[src/rtl/pwm_bank.sv]
// Multi-channel PWM generator with double-buffered shadow/active registers.
// Shadow registers take host writes; the active set reloads at each period wrap or while idle.
module pwm_bank #(
    parameter int NUM_CH = 4,
    parameter int CNT_W  = 8
) (
    input  logic              clk100,
    input  logic              reset_n,
    input  logic              wr_en,
    input  logic [3:0]        wr_addr,
    input  logic [CNT_W-1:0]  wr_data,
    input  logic [3:0]        rd_addr,
    output logic [CNT_W-1:0]  rd_data,
    output logic [NUM_CH-1:0] pwm,
    output logic              period_tick
);

    localparam logic [3:0] ADDR_PRESC = 4'd0;
    localparam logic [3:0] ADDR_TOP   = 4'd1;
    localparam logic [3:0] ADDR_EN    = 4'd2;
    localparam logic [3:0] ADDR_POL   = 4'd3;

    // Shadow (host-visible) registers
    logic [CNT_W-1:0]  presc_q, presc_d;
    logic [CNT_W-1:0]  top_q,   top_d;
    logic [NUM_CH-1:0] en_q,    en_d;
    logic [NUM_CH-1:0] pol_q,   pol_d;
    logic [CNT_W-1:0]  duty_q [NUM_CH];
    logic [CNT_W-1:0]  duty_d [NUM_CH];

    // Active registers driving the output logic
    logic [CNT_W-1:0]  presc_act_q;
    logic [CNT_W-1:0]  top_act_q;
    logic [NUM_CH-1:0] en_act_q;
    logic [NUM_CH-1:0] pol_act_q;
    logic [CNT_W-1:0]  duty_act_q [NUM_CH];

    // Counters and registered outputs
    logic [CNT_W-1:0]  presc_cnt_q, presc_cnt_d;
    logic [CNT_W-1:0]  cnt_q,       cnt_d;
    logic              tick_q,      tick_d;
    logic [NUM_CH-1:0] pwm_q,       pwm_d;
    logic [CNT_W-1:0]  rd_q,        rd_d;

    logic running_s;
    logic presc_hit_s;
    logic wrap_s;
    logic commit_s;

    // Shadow register write decode; mask bits above NUM_CH are dropped
    always_comb begin
        presc_d = presc_q;
        top_d   = top_q;
        en_d    = en_q;
        pol_d   = pol_q;
        for (int i = 0; i < NUM_CH; i++) begin
            duty_d[i] = duty_q[i];
        end
        if (wr_en) begin
            case (wr_addr)
                ADDR_PRESC: presc_d = wr_data;
                ADDR_TOP:   top_d   = wr_data;
                ADDR_EN:    en_d    = wr_data[NUM_CH-1:0];
                ADDR_POL:   pol_d   = wr_data[NUM_CH-1:0];
                default: begin
                    for (int i = 0; i < NUM_CH; i++) begin
                        if (wr_addr == 4'(4 + i)) begin
                            duty_d[i] = wr_data;
                        end else begin
                            duty_d[i] = duty_q[i];
                        end
                    end
                end
            endcase
        end else begin
            presc_d = presc_q;
        end
    end

    // Readback mux over the shadow set; unmapped addresses read zero
    always_comb begin
        rd_d = '0;
        case (rd_addr)
            ADDR_PRESC: rd_d = presc_q;
            ADDR_TOP:   rd_d = top_q;
            ADDR_EN:    rd_d = CNT_W'(en_q);
            ADDR_POL:   rd_d = CNT_W'(pol_q);
            default: begin
                for (int i = 0; i < NUM_CH; i++) begin
                    if (rd_addr == 4'(4 + i)) begin
                        rd_d = duty_q[i];
                    end else begin
                        rd_d = rd_d;
                    end
                end
            end
        endcase
    end

    // Prescaler and period counter; both are held at zero while idle
    always_comb begin
        running_s   = |en_act_q;
        presc_hit_s = (presc_cnt_q == presc_act_q);
        wrap_s      = running_s && presc_hit_s && (cnt_q == top_act_q);
        commit_s    = !running_s || wrap_s;
        presc_cnt_d = presc_cnt_q;
        cnt_d       = cnt_q;
        tick_d      = 1'b0;
        if (!running_s) begin
            presc_cnt_d = '0;
            cnt_d       = '0;
            tick_d      = 1'b0;
        end else if (presc_hit_s) begin
            presc_cnt_d = '0;
            if (cnt_q == top_act_q) begin
                cnt_d  = '0;
                tick_d = 1'b1;
            end else begin
                cnt_d  = cnt_q + CNT_W'(1);
                tick_d = 1'b0;
            end
        end else begin
            presc_cnt_d = presc_cnt_q + CNT_W'(1);
            cnt_d       = cnt_q;
            tick_d      = 1'b0;
        end
    end

    // Compare and polarity stage; registered so pwm lags cnt by one cycle
    always_comb begin
        pwm_d = '0;
        for (int i = 0; i < NUM_CH; i++) begin
            pwm_d[i] = (en_act_q[i] && (cnt_q < duty_act_q[i])) ^ pol_act_q[i];
        end
    end

    // State registers; commit samples the pre-write shadow values
    always_ff @(posedge clk100) begin
        if (!reset_n) begin
            presc_q     <= '0;
            top_q       <= {CNT_W{1'b1}};
            en_q        <= '0;
            pol_q       <= '0;
            presc_act_q <= '0;
            top_act_q   <= {CNT_W{1'b1}};
            en_act_q    <= '0;
            pol_act_q   <= '0;
            for (int i = 0; i < NUM_CH; i++) begin
                duty_q[i]     <= '0;
                duty_act_q[i] <= '0;
            end
            presc_cnt_q <= '0;
            cnt_q       <= '0;
            tick_q      <= 1'b0;
            pwm_q       <= '0;
            rd_q        <= '0;
        end else begin
            presc_q <= presc_d;
            top_q   <= top_d;
            en_q    <= en_d;
            pol_q   <= pol_d;
            for (int i = 0; i < NUM_CH; i++) begin
                duty_q[i] <= duty_d[i];
            end
            if (commit_s) begin
                presc_act_q <= presc_q;
                top_act_q   <= top_q;
                en_act_q    <= en_q;
                pol_act_q   <= pol_q;
                for (int i = 0; i < NUM_CH; i++) begin
                    duty_act_q[i] <= duty_q[i];
                end
            end
            presc_cnt_q <= presc_cnt_d;
            cnt_q       <= cnt_d;
            tick_q      <= tick_d;
            pwm_q       <= pwm_d;
            rd_q        <= rd_d;
        end
    end

    assign rd_data     = rd_q;
    assign pwm         = pwm_q;
    assign period_tick = tick_q;

endmodule

[config.mk]
export PLATFORM = sky130hd
export DESIGN_NAME = pwm_bank
export DESIGN_NICKNAME = d
export VERILOG_FILES = /design/src/rtl/pwm_bank.sv
export SDC_FILE = /design/constraint.sdc
export NUM_CORES = 1
export LEC_CHECK = 0
export CORE_ASPECT_RATIO = 0.75
export CORE_MARGIN = 2
export CORE_UTILIZATION = 50
export DETAILED_ROUTE_END_ITERATION = 6
export DONT_BUFFER_PORTS = 1
export SETUP_SLACK_MARGIN = 0.5
export SKIP_CTS_REPAIR_TIMING = 1
export SLEW_MARGIN = 20
export SYNTH_ARGS = -nofsm -noshare
export SYNTH_HDL_FRONTEND = slang
export SYNTH_SLANG_ARGS = --single-unit
[constraint.sdc]
create_clock -name clk100 -period 5.5 [get_ports clk100]
set_input_delay 1.1 -clock clk100 [delete_from_list [all_inputs] [get_ports clk100]]
set_output_delay 1.1 -clock clk100 [all_outputs]
set_load 0.05 [all_outputs]
==> impl_results.md <==
* Status: completed
* Peak supply drop at roughly 0.00022 V
* Async SR Flop Fraction at 0
* # rows at 36
* Final setup violation count at 0
* H-tree Lvls at 4
* Placed Instances at roughly 820
* Max-slew violations at 0
* CP endpoint kind: register
* Synth cell types at 47
* Routed WL at 16600 um
* ANT nets after route at 0
* Max cap viols at 0
* Layout Cells excl Fill at 850
* IO Count at 32
* Vias in the first global route at about 4600
* Arrival @ worst endpoint at approximately 3.1 ns
* #FFs+latches synth at ~140
* Worst-Margin Slew at 0.919 ns
* Area growth from synthesis to layout at 9.68%
* ANT cells at 0
* Fmax at between 300 and 400 MHz
* Avg Cell Area, Syn at about 9.7 um2
* Crit Path Max Fanout at 32
* Iter 0 DRT Violations at around 580
* Fin crit period at approximately 3.0 ns
* Clock-pin slew on the worst setup and hold paths at 0.06 ns
* RD Place Congestion at 0.788
* CTS tree: yes
* Max Buffers Root-to-Sink at 2
* Worst hold margin at ~0.48 ns
* Mapped Nets at approximately 730
* CP most frequent cell: and2_1
* R2R setup slack at ~2.5 ns
* Full die area at ~0.014 mm2
* Ratio of cells with drive above 1 in the final layout at 0.0692
* CTS Root Buffer Type: clkbuf_16
* Final Util at 0.562
* Top-area cell type share of the netlist area at 0.329
* First-pass GRT wire length at between 20000 and 30000 um
* Worst skew pair latency at ~0.44 ns
* DP HPWL at approximately 12000 um
* Initial Util at 0.512
* Largest stage delay, worst path at a little over 0.6 ns
* Worst clock skew at between 0.008 and 0.009 ns
* Endpoints failing hold at 0
* Vias at roughly 4900
* Yosys warns at 0
* Worst-path cell chain: xor2_1 > nor4_2 > and2_1 > and2_1 > nand2b_1 > buf_4
* PD cells at ~320 mW/mm2
* Synthesized cell area at approximately 0.0066 mm2
* CP required at ~5.6 ns
* Die extent in x at ~140 um
* Synth Flop Type: dfxtp_1
* Post-Route Setup TNS at 0 ns
* CP Launch Type: register
* Setup CP Type: reg -> reg
* Cell taking the most area after synthesis: dfxtp_1
* Slowest-stage cell, CP: and2_1
* Antenna violations before repair at 0
* Design Power at 2.31 mW
* Largest net degree at the start of global routing at 80
* Sequential element share of the synthesized area at 0.473
* Overall Global Routing Usage at 0.250
* Number of synthesized flops with an enable pin at 32
* Core Area at ~0.013 mm2
* Worst Hold Class: reg -> reg
* Wire length per cell at about 20 um
* Die Y at around 100 um
* CTS buffer count at 17
* Residual DRC at 0
* DRT Pass-1 Iters at 5
* P_leak at between 3 and 4 nW
* Gate Count Post-Synth at approximately 700
* Routed vias/inst at about 5.7
* Sink Count at ~140
* PortBufs at 0
* Crit share post-route at 0.545
* Slew Limit Headroom at 0.385
* Fin nets at 716
* Synth top area cells: dfxtp_1 (33%), edfxtp_1 (14%), mux2i_1 (11%)
* RSZ-0062 raised after global routing: no
* Layout fillers at approximately 1100
* GR Overflow Total at 0
==> final timing paths <==
| path | startpoint | to | cells after the start |
|---|---|---|---|
| hold reg to reg | presc_act_q[7]$_SDFFE_PN0P_ | presc_act_q[7]$_SDFFE_PN0P_ | 2 |
| setup / recovery | cnt_q[5]$_SDFFE_PN0N_ | duty_act_q[0][0]$_SDFFCE_PN0P_ | 6 |
| hold / removal | presc_act_q[7]$_SDFFE_PN0P_ | presc_act_q[7]$_SDFFE_PN0P_ | 2 |
| setup reg to reg | cnt_q[5]$_SDFFE_PN0N_ | duty_act_q[0][0]$_SDFFCE_PN0P_ | 6 |
==> worst max-delay path: cells and delay by family (launching register included) <==
family | cells | cell delay, ns
xor gates and xnor gates | 1 | 0.14
buffers and inverters | 1 | 0.37
and+or+nand+nor | 4 | 1.54
DFF | 1 | 0.58
==> logic make-up after synthesis <==
logic type / after synthesis / share of synthesized area
buffers and inverters: 74 / 0.0469
DFF: 141 / 0.473
muxes: 78 / 0.125
AOI/OAI and AO/OA: 89 / 0.0895
and+or+nand+nor: 248 / 0.180
adders and majority gates: 30 / 0.0565
xor gates and xnor gates: 22 / 0.0290
==> area by class of cell <==
| cell class | instances | area [um2] | share of cell area |
|---|---|---|---|
| inverter | 37 | 139 | 0.0191 |
| sequential | 141 | 3140 | 0.431 |
| clock inverter | 12 | 110 | 0.0151 |
| timing repair buffer | 3 | 22.5 | 0.00309 |
| multi-input combinational | 467 | 3200 | 0.440 |
| tap | 171 | 214 | 0.0294 |
| clock buffer | 19 | 454 | 0.0623 |
==> layer usage <==
metal,wire length (um),global-route usage,vias up
met4,415,0.102,0
met5,0,0,-
met2,6660,0.325,188
li1,-,-,2351
met1,8240,0.385,2295
met3,1320,0.0671,32
==> where the power goes <==
group | total, mW | switching, mW | leakage [nW] | internal (mW)
combinational | 0.103 | 0.0618 | 1.58 | 0.0407
clock | 1.11 | 0.462 | 0.275 | 0.648
sequential | 1.10 | 0.0217 | 1.27 | 1.08
==> placed cells by master, fill, tap and decap left out, types with 9 or more instances in the layout <==
cell	instances
nor2_1	69
o21ai_0	18
nand2_1	74
mux2i_1	74
nand3_1	18
dfxtp_1	109
xnor2_1	9
xor2_1	13
edfxtp_1	32
inv_1	36
clkbuf_16	18
and3_1	42
a21oi_1	19
ha_1	30
a211oi_1	10
==> sequential cells by signal (all words and copies together), names as in the netlist <==
name / cells
top_q: 8
duty_q: 32
top_act_q: 8
duty_act_q: 32
presc_act_q: 8
pol_q: 4
rd_data: 8
presc_q: 8
presc_cnt_q: 8
pol_act_q: 4
cnt_q: 8
en_q: 4
period_tick: 1
en_act_q: 4
pwm: 4
==> cells in the mapped netlist, drive strengths merged, types with 12 or more instances <==
library cell  count
and3             42
ha               30
mux2i            74
xor2             13
inv              37
nor2             69
clkbuf           25
buf              12
o21ai            18
nand3            18
edfxtp           32
nand2            74
dfxtp           109
a21oi            20
==> stage by stage <==
| stage | area [um2] | setup WS, ns |
|---|---|---|
| 3_3_place_gp | 6710 | 2.66 |
| 6_report | 7280 | 2.50 |
| 5_1_grt | 7280 | 2.29 |
| 4_1_cts | 7280 | 2.52 |
| 3_5_place_dp | 6710 | 2.54 |
| 2_1_floorplan | 6640 | 2.79 |
(Power assumes the default switching activity.)
